**src/rtl/cp0_regfile.sv**
```systemverilog
`default_nettype none
// ============================================================================
// cp0_regfile : MIPS CP0 subset (BadVAddr, Count, Compare, Status, Cause, EPC)
//               with timer interrupt and exception-entry / eret side effects.
// Revision    : 1.0 - initial release
// ============================================================================
module cp0_regfile #(
    parameter logic [31:0] STATUS_RST = 32'h0040_0000,
    parameter int          COUNT_DIV  = 2
) (
    input  logic        clk,
    input  logic        resetn,
    input  logic        we_i,
    input  logic [4:0]  waddr_i,
    input  logic [31:0] wdata_i,
    input  logic [4:0]  raddr_i,
    output logic [31:0] rdata_o,
    input  logic [5:0]  int_i,
    input  logic [31:0] excepttype_i,
    input  logic [31:0] pc_i,
    input  logic        in_delayslot_i,
    input  logic [31:0] bad_addr_i,
    output logic [31:0] status_o,
    output logic [31:0] cause_o,
    output logic [31:0] epc_o,
    output logic [31:0] count_o,
    output logic [31:0] compare_o,
    output logic [31:0] badvaddr_o,
    output logic        timer_int_o
);

    localparam logic [4:0]  c_REG_BADVADDR = 5'd8;
    localparam logic [4:0]  c_REG_COUNT    = 5'd9;
    localparam logic [4:0]  c_REG_COMPARE  = 5'd11;
    localparam logic [4:0]  c_REG_STATUS   = 5'd12;
    localparam logic [4:0]  c_REG_CAUSE    = 5'd13;
    localparam logic [4:0]  c_REG_EPC      = 5'd14;
    localparam logic [31:0] c_STATUS_WMASK = 32'h0000_FF03;
    localparam logic [31:0] c_EXC_ERET     = 32'h0000_000E;

    logic [31:0] status_q, status_d;
    logic [31:0] cause_q, cause_d;
    logic [31:0] epc_q, epc_d;
    logic [31:0] count_q, count_d;
    logic [31:0] compare_q, compare_d;
    logic [31:0] badvaddr_q, badvaddr_d;
    logic        timer_q, timer_d;
    logic        presc_q, presc_d;

    logic        count_tick;
    logic        exc_valid;
    logic        exc_bad;
    logic [4:0]  exc_code;
    logic        eret;
    logic        mtc0;

    generate
        if (COUNT_DIV == 1) begin : g_div1
            assign count_tick = 1'b1;
        end else begin : g_div2
            assign count_tick = presc_q;
        end
    endgenerate

    always_comb begin
        exc_valid = 1'b0;
        exc_bad   = 1'b0;
        exc_code  = 5'd0;
        case (excepttype_i)
            32'h1: begin
                exc_valid = 1'b1;
                exc_code  = 5'h00;
            end
            32'h4, 32'h5: begin
                exc_valid = 1'b1;
                exc_bad   = 1'b1;
                exc_code  = excepttype_i[4:0];
            end
            32'h8, 32'h9, 32'hA, 32'hC: begin
                exc_valid = 1'b1;
                exc_code  = excepttype_i[4:0];
            end
            default: ;
        endcase
    end

    assign eret = (excepttype_i == c_EXC_ERET);
    // A flushing instruction's mtc0 never commits.
    assign mtc0 = we_i & ~exc_valid & ~eret;

    always_comb begin
        status_d   = status_q;
        cause_d    = cause_q;
        epc_d      = epc_q;
        compare_d  = compare_q;
        badvaddr_d = badvaddr_q;
        count_d    = count_q + {31'd0, count_tick};
        presc_d    = count_tick ? 1'b0 : ~presc_q;
        timer_d    = timer_q | ((count_q == compare_q) && (compare_q != 32'd0));

        cause_d[15:10] = {int_i[5] | timer_q, int_i[4:0]};

        if (mtc0) begin
            case (waddr_i)
                c_REG_COUNT: begin
                    count_d = wdata_i;
                    presc_d = 1'b0;
                end
                c_REG_COMPARE: begin
                    compare_d = wdata_i;
                    timer_d   = 1'b0;
                end
                c_REG_STATUS: status_d = (status_q & ~c_STATUS_WMASK) | (wdata_i & c_STATUS_WMASK);
                c_REG_CAUSE:  cause_d[9:8] = wdata_i[9:8];
                c_REG_EPC:    epc_d = wdata_i;
                default: ;
            endcase
        end

        if (exc_valid) begin
            // Nested exceptions keep the original return address and BD.
            if (!status_q[1]) begin
                epc_d       = in_delayslot_i ? (pc_i - 32'd4) : pc_i;
                cause_d[31] = in_delayslot_i;
            end
            status_d[1]  = 1'b1;
            cause_d[6:2] = exc_code;
            if (exc_bad) begin
                badvaddr_d = bad_addr_i;
            end
        end else if (eret) begin
            status_d[1] = 1'b0;
        end
    end

    always_ff @(posedge clk or negedge resetn) begin
        if (!resetn) begin
            status_q   <= STATUS_RST;
            cause_q    <= 32'd0;
            epc_q      <= 32'd0;
            count_q    <= 32'd0;
            compare_q  <= 32'd0;
            badvaddr_q <= 32'd0;
            timer_q    <= 1'b0;
            presc_q    <= 1'b0;
        end else begin
            status_q   <= status_d;
            cause_q    <= cause_d;
            epc_q      <= epc_d;
            count_q    <= count_d;
            compare_q  <= compare_d;
            badvaddr_q <= badvaddr_d;
            timer_q    <= timer_d;
            presc_q    <= presc_d;
        end
    end

    always_comb begin
        rdata_o = 32'd0;
        case (raddr_i)
            c_REG_BADVADDR: rdata_o = badvaddr_q;
            c_REG_COUNT:    rdata_o = count_q;
            c_REG_COMPARE:  rdata_o = compare_q;
            c_REG_STATUS:   rdata_o = status_q;
            c_REG_CAUSE:    rdata_o = cause_q;
            c_REG_EPC:      rdata_o = epc_q;
            default:        rdata_o = 32'd0;
        endcase
    end

    assign status_o    = status_q;
    assign cause_o     = cause_q;
    assign epc_o       = epc_q;
    assign count_o     = count_q;
    assign compare_o   = compare_q;
    assign badvaddr_o  = badvaddr_q;
    assign timer_int_o = timer_q;

endmodule
`default_nettype wire

```
**config.mk**
```make
export PLATFORM = sky130hd
export DESIGN_NAME = cp0_regfile
export DESIGN_NICKNAME = d
export VERILOG_FILES = /design/src/rtl/cp0_regfile.sv
export SDC_FILE = /design/constraint.sdc
export NUM_CORES = 1
export LEC_CHECK = 0
export BUFFER_PORTS_ARGS = -buffer_cell sky130_fd_sc_hd__buf_2
export CAP_MARGIN = 20
export CORE_UTILIZATION = 30
export DETAILED_ROUTE_END_ITERATION = 7
export REMOVE_ABC_BUFFERS = 1
export SYNTH_ARGS = -nofsm -noshare
export SYNTH_HDL_FRONTEND = slang
export SYNTH_SLANG_ARGS = --single-unit
```
**constraint.sdc**
```tcl
create_clock -name clk -period 6.25 [get_ports clk]
set_clock_uncertainty 0.05 [all_clocks]
set_input_delay 1.25 -clock clk [delete_from_list [all_inputs] [get_ports clk]]
set_output_delay 1.25 -clock clk [all_outputs]
set_load 0.1 [all_outputs]
```
### Yosys cells after proc, flatten, opt, wreduce, memory -nomap -nowiden

Index checks and enable logic that the tools add are counted.

* output and inout port bits: 225
* latch bits: 0
* bits in read-only memories: 0
* RAM bits: 0
* memories kept: 0
* flip-flop bits (word level): 176
* bits of input ports: 148
* logic and storage cells: 76

* shifts and indexed selects: 0
* bitwise operators: 9
* multipliers: 0
* equality and inequality tests: 20
* multiplexer cells: 20
* reduce and logical (&&, ||, !) cells: 13
* $lt $le $gt $ge: 0
* divide/modulo/power cells: 0
* add/subtract/negate cells: 2

Operators by type and width (count)
* $mux W32: 7
* $pmux W32 S6: 1
* $eq A32 B4 Y1 const B: 5
* $eq A32 B3 Y1 const B: 2
* $eq A5 B4 Y1 const B: 11
* $add A32 B1 Y32: 1
* $eq A32 B1 Y1 const B: 1
* $eq A32 B32 Y1: 1
* $or A32 B16 Y32: 1
* $reduce_bool A32 Y1: 1
* $sub A32 B3 Y32 const B: 1
* $reduce_and A2 Y1: 6
* $mux W1: 9
* $reduce_or A7 Y1: 1
* $reduce_bool A3 Y1: 2
* $reduce_or A6 Y1: 1
* $mux W5: 1
* $mux W2: 2
* $not A1 Y1: 4
* $and A1 B1 Y1: 2
* $or A1 B1 Y1: 2
* $reduce_or A2 Y1: 1
* $logic_and A1 B1 Y1: 1

### Logic depth before layout (Yosys ltp)

Gate-level depths: netlist of the first run.

* depth after elaboration: 9
* mapped depth: 8
* mapped depth without buffers: 7

### Worst setup path before layout of the first run

Ideal clock, no wire load.

* path kind: input to output
* start point: in raddr_i[2]
* end point: out rdata_o[11]
* stages on the path: 5
* buffers on the path: 1
* arrival: 3280 ps
* path slack: 1670 ps
* data required time: 4950 ps
* cell sequence: or3b_2 -> nor3_1 -> clkbuf_1 -> a22oi_1 -> nand3_1

* cells in the longest elaborated chain, start to end: 2
* elaborated cells on any way between the ends: 7
* those cells by class: eq/ne: 6; mux: 1

RTL lines
* start: declaration: RTL line 16 `input logic [4:0] raddr_i,`
* $eq A5 B4 Y1: RTL line 160 `case (raddr_i)`
* $pmux W32 S6 *: RTL line 160
* end: declaration: RTL line 17 `output logic [31:0] rdata_o,`

Mark *: on every way between the ends. The rest lies on a longest branch, timed or not.

### Worst setup path after layout of the first run

* start point: in raddr_i[2]
* end point: out rdata_o[18]

The elaborated chain is that of the path after synthesis.

==> results of run 1 <==
==> how the worst max path moves through the flow <==
| stage | startpoint | slack, ns | to | cells after the start |
|---|---|---|---|---|
| 2_1_floorplan | raddr_i[2] | 0.48 | rdata_o[0] | 4 |
| 3_3_place_gp | raddr_i[2] | 1.38 | rdata_o[26] | 7 |
| 3_5_place_dp | raddr_i[2] | 1.33 | rdata_o[18] | 7 |
| 4_1_cts | raddr_i[2] | 1.33 | rdata_o[18] | 7 |
| 5_1_grt | raddr_i[2] | 1.26 | rdata_o[30] | 7 |
| 6_report | raddr_i[2] | 1.31 | rdata_o[18] | 7 |
==> metal layers <==
metal  vias to the layer above  GRT usage, %  part of all wire [%]
met3                        25          4.03                   5.9
met4                         0          5.88                   1.5
met2                       366          38.4                    49
li1                       3911             -                     -
met5                         -             0                     0
met1                      4194          29.3                    43
==> synth_stat cells (4+ instances only) <==
library cell / instances / area share, %
nand2_1: 64 / 2.6
a222oi_1: 9 / 0.97
nand2b_1: 6 / 0.41
clkbuf_1: 31 / 1.3
nor4_1: 27 / 1.8
nor4_4: 6 / 1.4
xnor2_1: 33 / 3.1
mux2_1: 29 / 3.5
dfrtp_1: 154 / 42
and3_1: 5 / 0.34
or2_2: 4 / 0.27
and4_1: 5 / 0.47
o21ai_0: 21 / 1.1
a22oi_1: 77 / 6.3
o221ai_2: 10 / 1.6
xor2_1: 57 / 5.4
nand3_1: 34 / 1.8
nand4_1: 17 / 1.2
mux2_2: 49 / 6.0
buf_4: 44 / 3.6
nand3b_1: 4 / 0.32
or4_1: 4 / 0.32
buf_2: 16 / 0.87
inv_1: 7 / 0.28
a31oi_1: 21 / 1.4
nor2_1: 58 / 2.4
nor3_1: 21 / 1.1
a21oi_1: 34 / 1.8
nor4_2: 5 / 0.68
==> metrics by stage <==
stage	area (sq um)	setup slack (ns)	instances	util, %
after global routing	11700	1.26	1617	39.0
after CTS	11700	1.33	1616	39.0
after detailed placement	11100	1.33	1584	37.0
after global placement	11100	1.38	1584	37.0
after floorplan	8770	0.476	845	-
final	11700	1.31	1619	39.1
==> cell families after synthesis <==
family | Yosys count | share of synthesized area, %
and+or+nand+nor | 280 | 17.4
AOI/OAI and AO/OA | 191 | 15.3
DFF | 154 | 41.7
buffers and inverters | 106 | 6.93
xor gates and xnor gates | 90 | 8.53
muxes | 80 | 9.72
adders and majority gates | 3 | 0.406
other | 2 | 0.0813
==> state kept, by name, summed over array words and instances, names as in the netlist <==
| name | cells |
|---|---|
| badvaddr_o | 32 |
| cause_o | 14 |
| compare_o | 32 |
| count_o | 32 |
| count_tick | 1 |
| epc_o | 32 |
| status_o | 10 |
| timer_int_o | 1 |
==> worst max-delay path: stages <==
cell	delay [ns]
buf_2	0.10
or3b_2	0.55
nor2_4	0.80
buf_4	0.31
a22oi_1	0.09
nand2_1	0.08
buf_2	0.43
==> area by class of cell <==
class | count | area [sq um]
timing repair buffer | 349 | 1800
antenna | 3 | 7.51
clock inverter | 7 | 114
tap | 390 | 488
fill | 3061 | 18300
clock buffer | 25 | 485
sequential | 154 | 3850
inverter | 7 | 26.3
multi-input combinational | 684 | 4930
==> where the power goes <==
part	switching [uW]	internal (uW)	leakage (uW)
registers	349	1170	0.00195
logic	1820	388	0.00332
clock network	434	661	0.000295
==> out/metrics.yaml, run 1 <==
clock_network:
  root_buffer: "clkbuf_16"
  insertion_delay_ns: 0.43
  cts_hold_buf: 0
  cts_resized: 0
  path_clk_slew_ns: 0.06
  cts_setup_buffers: 0
  cts_num_sinks: 154
  cts_tree: "done"
  htreeDepth: 4
  clockBufferDepth: 2
  cts_made_buffers: 17
final_layout:
  fin_nets: 1364
  area_growth_pct: 26.6
  final_cell_mix: "buf_2 (331), dfrtp_1 (154), a22oi_1 (77)"
  final_common_cell: "buf_2"
  drive_above_1_share_pct: 38.2
grt:
  first_global_vias: 8345
  track_usage_pct: 22.6
  grt_start_max_net_pins: 63
  antenna_found_initial: 3
  grt.overflow.total: 0
  grt_pass1_wl_mm: 52.4
timing:
  worst_slew_pin_slew_ns: 1.05
  maxSlewViolCount: 0
  setup_tns_ns: 0
  rsz0062_at_grt: "false"
  finalCritPeriodShare_pct: 79.0
  finalSetupViolCount: 0
  relSlewSlack_pct: 29.1
  hold_ws_ns: 0.377
  fmax_mhz: 203
  min_period_ns: 4.94
  report.final.hold_viol_count: 0
min_path:
  min_from: "count_tick$_DFF_PN0_"
  hp-class: "reg -> reg"
  min_to: "count_tick$_DFF_PN0_"
  whs_path_depth: 1
routing:
  vias: 8496
  wl_per_cell_um: 22.0
  drt-vias-per-instance: 5.25
  ant_nets: 0
  drc: 0
  drtIter0Drc: 416
  drt_wl_total_mm: 35.6
  dr.pass1.iters: 5
yosys:
  synth_flop_cell: "dfrtp_1"
  yosys_warnings: 0
  netlist_area_sq_um: 9240
  synth_seq_cells: 154
  ys_types: 67
  synth_edf_count: 0
  async_flop_share_pct: 100
  syn_area_per_cell_sq_um: 10.2
  syn-instance-count: 906
  ys_seq_area_share_pct: 41.7
place:
  io_buffers: 332
  hpwl_mm: 26.6
  gp_congestion: 0.800
die:
  start_util_pct: 30.9
  fp-row-count: 63
  coreArea_sq_um: 30000
  fp.dieW_um: 178
  die_area_sq_um: 31500
  ios: 373
  die_y_um: 178
worst_setup_path:
  reg2regPathDepth: 7
  reg2reg_to: "count_o[18]$_DFF_PN0_"
  worstPathRequired_ns: 4.95
  path_max_fanout: 24
  cp.arrival_ns: 3.64
  critical_path.startpoint_type: "primary input"
  r2r_start: "count_o[0]$_DFF_PN0_"
  endpoint_kind: "output pin"
  r2r_slack_ns: 3.63
  critPathKind: "in -> out"
run:
  maxCapViolations: 0
outcome:
  status: "completed"
power:
  powerDensity_nw_per_um2: 411
  total_power_uw: 4810
  p_leak_uw: 0.00556
  ir_worst_vdd_v: 0.000330
No activity file was read; power rests on OpenSTA's default activity.
==> run 2: changes to the inputs <==
==> constraint.sdc (replaced) <==
create_clock -name clk -period 4.2 [get_ports clk]
set_clock_uncertainty 0.05 [all_clocks]
set_input_delay 0.84 -clock clk [delete_from_list [all_inputs] [get_ports clk]]
set_output_delay 0.84 -clock clk [all_outputs]
set_load 0.1 [all_outputs]
==> run 2 against run 1 <==
Clock power rose by 46%. Critical path depth unchanged. Sequential share of layout area shrank 1.1 points. Power is 49% higher. Cell count grew 0.49%. Combinational power increased by 50%. Non-clock buffer count grew 10. Design area up 3.4%. Clock-buffer cell count is 3 lower. Sequential cell count did not move. Register-to-register slack worse by 2.0 ns. Largest power group unchanged.
==> out/metrics.yaml, run 2 (synthesis gave the netlist of run 1 again) <==
routing:
  drt-vias-per-instance: 5.36
  drc: 0
  ant_nets: 0
  vias: 8725
  drtIter0Drc: 429
  drt_wl_total_mm: 35.9
  dr.pass1.iters: 7
  wl_per_cell_um: 22.1
power:
  internal_power_uw: 3290
  seq_power_share_pct: 31.6
  p_sw_uw: 3880
  powerDensity_nw_per_um2: 592
  ir_worst_vdd_v: 0.000455
  pwr-share-clk_pct: 22.1
  combPwrFrac_pct: 46.2
  p_sw_share_pct: 54.1
  p_leak_uw: 0.00566
clock_network:
  cts_num_sinks: 154
  htreeDepth: 4
  clockBufferDepth: 2
  cts_hold_buf: 0
  cts_setup_buffers: 0
  cts_resized: 0
  cts_made_buffers: 17
  cts_tree: "done"
  path_clk_slew_ns: 0.07
  root_buffer: "clkbuf_16"
  insertion_delay_ns: 0.43
final_layout:
  fin_nets: 1374
  multiInputGateArea_sq_um: 4930
  final_common_cell: "buf_2"
  area_growth_pct: 31.0
  seq_area_sq_um: 3850
  drive_above_1_share_pct: 38.7
  fillers: 2954
  final_cell_mix: "buf_2 (310), dfrtp_1 (154), a22oi_1 (77)"
worst_setup_path:
  critPathKind: "in -> out"
  cp.arrival_ns: 2.80
  critPathSlowestCell: "nor2_4"
  critical_path.startpoint_type: "primary input"
  cp_top_family: "simple AND/OR/NAND/NOR gates"
  worstPathRequired_ns: 3.31
  crit_chain: "buf_2 -> or3b_2 -> nor2_4 -> buf_4 -> a22oi_1 -> nand2_1 -> buf_12"
  path_max_fanout: 19
  slowest_delay_ns: 0.58
  cp_num_buf_inv: 3
  endpoint_kind: "output pin"
grt:
  track_usage_pct: 22.5
  grt_start_max_net_pins: 77
  grt.overflow.total: 0
  busiest_layer: "met2"
  first_global_vias: 8281
  grt_pass1_wl_mm: 52.0
  use_met3_pct: 3.71
  antenna_found_initial: 2
  grtUsageMet1_pct: 28.7
  met2_usage_pct: 39.0
die:
  die_area_sq_um: 31500
  die_y_um: 178
  fp-row-count: 63
  ios: 373
  start_util_pct: 30.9
  coreArea_sq_um: 30000
  fp.dieW_um: 178
timing:
  setup_tns_ns: 0
  report.final.hold_viol_count: 0
  maxSlewViolCount: 0
  hold_ws_ns: 0.363
  finalCritPeriodShare_pct: 87.8
  fmax_mhz: 271
  finalSetupViolCount: 0
  relSlewSlack_pct: 36.9
  min_period_ns: 3.69
  worst_slew_pin_slew_ns: 0.939
  rsz0062_at_grt: "false"
outcome:
  status: "completed"
place:
  hpwl_mm: 27.4
  gp_congestion: 0.815
  io_buffers: 332
run:
  maxCapViolations: 0
min_path:
  hp-class: "in -> async"
[run 2: power groups by stage]
stage / registers, uW / logic [uW] / clock network [uW]
after global placement: 2270 / 3300 / 0
final: 2270 / 3310 / 1590
after global routing: 2300 / 3440 / 1670
after detailed placement: 2280 / 3320 / 0
after floorplan: 3930 / 816 / 0
after CTS: 2260 / 3330 / 1620
[run 2: final cells by class]
class / count / share of cell area, %
antenna: 2 / 0.0413
inverter: 7 / 0.217
tap: 390 / 4.03
sequential: 154 / 31.8
timing repair buffer: 359 / 18.4
clock inverter: 9 / 1.01
multi-input combinational: 684 / 40.7
clock buffer: 22 / 3.75
[run 2: metrics by stage]
stage	util (%)	instances	cell area (sq um)	worst slack, ns	total power [uW]
2_1_floorplan	-	845	8770	-0.754	4750
3_3_place_gp	38.5	1594	11500	0.519	5570
3_5_place_dp	38.5	1594	11500	0.497	5600
4_1_cts	40.4	1625	12100	0.494	7200
5_1_grt	40.4	1625	12100	0.422	7410
6_report	40.4	1627	12100	0.512	7160
[run 2: worst paths after layout]
kind                                      start                         end  slack, ns  cells past startpoint
hold / removal                           resetn  badvaddr_o[24]$_DFFE_PN0P_       0.36                      1
hold reg to reg            count_tick$_DFF_PN0_        count_tick$_DFF_PN0_       0.39                      1
setup reg to reg           count_o[0]$_DFF_PN0_       count_o[18]$_DFF_PN0_       1.61                      7
min in group clk           count_tick$_DFF_PN0_        count_tick$_DFF_PN0_       0.39                      1
max in group asynchronous                resetn       count_o[30]$_DFF_PN0_       2.84                      2
setup / recovery                     raddr_i[2]                  rdata_o[2]       0.51                      7
[run 2: routing by layer]
layer,vias to the layer above,share of wire [%],routed length (um)
met5,-,0,0
met4,0,1.5,547
met3,33,6.1,2180
met2,381,49,17700
met1,4389,43,15500
li1,3922,-,-
==> run 3: changes to the inputs <==
--- a/config.mk
+++ b/config.mk
@@ -7,8 +7,9 @@
 export LEC_CHECK = 0
 export BUFFER_PORTS_ARGS = -buffer_cell sky130_fd_sc_hd__buf_2
 export CAP_MARGIN = 20
-export CORE_UTILIZATION = 30
+export CORE_UTILIZATION = 45
 export DETAILED_ROUTE_END_ITERATION = 7
+export PLACE_DENSITY = 0.78
 export REMOVE_ABC_BUFFERS = 1
 export SYNTH_ARGS = -nofsm -noshare
 export SYNTH_HDL_FRONTEND = slang
==> run 3 against run 2 <==
Core utilization increased by 19 points. Worst setup slack improved by 0.040 ns. Via count increased by 0.62%. Non-clock buffer count decreased by 4. Power decreased by 0.99%. Cell count decreased by 7.7%. Sequential power about the same. Die area decreased by 33%. Clock power decreased by 4%. Sequential share of layout area increased by 0.33 points. Critical endpoint is now rdata_o[10]. Largest power group unchanged.
==> out/metrics.yaml, run 3 (synthesis gave the netlist of run 1 again) <==
outcome:
  status: "completed"
power:
  seq_power_share_pct: 31.7
  p_sw_uw: 3900
  ir_worst_vdd_v: 0.000533
  pwr-share-clk_pct: 21.5
  total_power_uw: 7090
  internal_power_uw: 3190
  combPwrFrac_pct: 46.7
  p_leak_uw: 0.00564
  powerDensity_nw_per_um2: 592
  p_sw_share_pct: 55.0
timing:
  maxSlewViolCount: 0
  report.final.hold_viol_count: 0
  finalSetupViolCount: 0
  rsz0062_at_grt: "false"
  min_period_ns: 3.65
  hold_ws_ns: 0.168
  setup_tns_ns: 0
  worst_slew_pin_slew_ns: 0.965
  relSlewSlack_pct: 35.1
  fmax_mhz: 274
  finalCritPeriodShare_pct: 86.8
routing:
  wl_per_cell_um: 21.9
  drtIter0Drc: 667
  vias: 8779
  ant_nets: 0
  wl_met3_mm: 2.53
  wl_met2_mm: 16.0
  dr.pass1.iters: 5
  highest_layer: "met5"
  drt-vias-per-instance: 5.84
  drt_wl_total_mm: 32.9
  drc: 0
  m1WireLength_mm: 13.5
final_layout:
  layoutNonFillerInstCount: 1502
  num_antenna_cells: 0
  final_cell_mix: "buf_2 (306), dfrtp_1 (154), a22oi_1 (77)"
  fin_nets: 1370
  area_growth_pct: 29.6
  final_common_cell: "buf_2"
  drive_above_1_share_pct: 38.8
clock_network:
  htreeDepth: 4
  insertion_delay_ns: 0.43
  root_buffer: "clkbuf_16"
  cts_setup_buffers: 0
  cts_hold_buf: 0
  cts_tree: "done"
  cts_resized: 0
  cts_made_buffers: 17
  cts_num_sinks: 154
  clockBufferDepth: 2
  path_clk_slew_ns: 0.07
worst_setup_path:
  critPathKind: "in -> out"
  critical_path.startpoint_type: "primary input"
  worstPathRequired_ns: 3.31
  cp.arrival_ns: 2.76
  endpoint_kind: "output pin"
  reg2reg_to: "count_o[18]$_DFF_PN0_"
  r2r_start: "count_o[0]$_DFF_PN0_"
  path_max_fanout: 16
  cp-startpoint: "raddr_i[2]"
  r2r_slack_ns: 1.53
  cp-endpoint: "rdata_o[10]"
  reg2regPathDepth: 7
place:
  hpwl_mm: 24.3
  gp_congestion: 0.848
  dp_cells: 1469
  io_buffers: 332
die:
  ios: 373
  fp-row-count: 52
  start_util_pct: 45.8
  fp.dieW_um: 145
  coreArea_sq_um: 20200
  die_area_sq_um: 21100
  die_y_um: 145
grt:
  antenna_found_initial: 2
  grt_pass1_wl_mm: 50.5
  first_global_vias: 8710
  grt_start_max_net_pins: 110
  grt.overflow.total: 0
  track_usage_pct: 31.3
run:
  maxCapViolations: 0
min_path:
  hp-class: "in -> async"
run 3: cell count changes in the layout (fill, tap and decap cells not counted), sizes merged:
cell,before,now
bufinv,3,1
inv,7,13
diode,2,0
buf,359,355
clkinvlp,1,4
clkinv,5,2
clkbuf,22,19
run 3: worst max-delay path, stage by stage:
cell and delay [ns]:
buf_2 0.10, or3b_2 0.54, nor2_4 0.57, a22oi_1 0.14, nand3_1 0.12, buf_2 0.43
run 3: cell type report:
type,instances,area [sq um]
inverter,7,26.3
timing repair buffer,355,2270
multi-input combinational,684,4920
tap,270,338
fill,1724,8190
sequential,154,3850
clock buffer,19,443
clock inverter,13,130
run 3: per-stage QoR:
stage	util, %	setup slack (ns)	cell area [sq um]
detailed placement	56.4	0.550	11400
floorplan	-	-0.754	8770
finish	59.4	0.553	12000
global placement	56.4	0.598	11400
global route	59.4	0.479	12000
CTS	59.3	0.533	12000
run 3: worst min-delay path by stage:
stage / from / to / slack [ns] / depth (start not counted)
floorplan: count_tick$_DFF_PN0_ / count_tick$_DFF_PN0_ / 0.36 / 1
global placement: count_tick$_DFF_PN0_ / count_tick$_DFF_PN0_ / 0.37 / 1
detailed placement: count_tick$_DFF_PN0_ / count_tick$_DFF_PN0_ / 0.38 / 1
CTS: count_tick$_DFF_PN0_ / count_tick$_DFF_PN0_ / 0.38 / 1
global route: resetn / badvaddr_o[21]$_DFFE_PN0P_ / 0.17 / 1
finish: resetn / badvaddr_o[21]$_DFFE_PN0P_ / 0.17 / 1
run 3: power by group through the flow:
stage	logic (uW)	clock network (uW)	registers, uW
final	3320	1530	2250
after floorplan	816	0	3930
after CTS	3320	1540	2240
after global routing	3420	1600	2280
after global placement	3280	0	2250
after detailed placement	3300	0	2260
run 3: routing by layer:
layer / global-route usage (%) / up-vias
met5: 0 / -
met4: 10.5 / 2
met3: 6.13 / 65
met2: 52.4 / 496
met1: 40.6 / 4291
li1: - / 3925
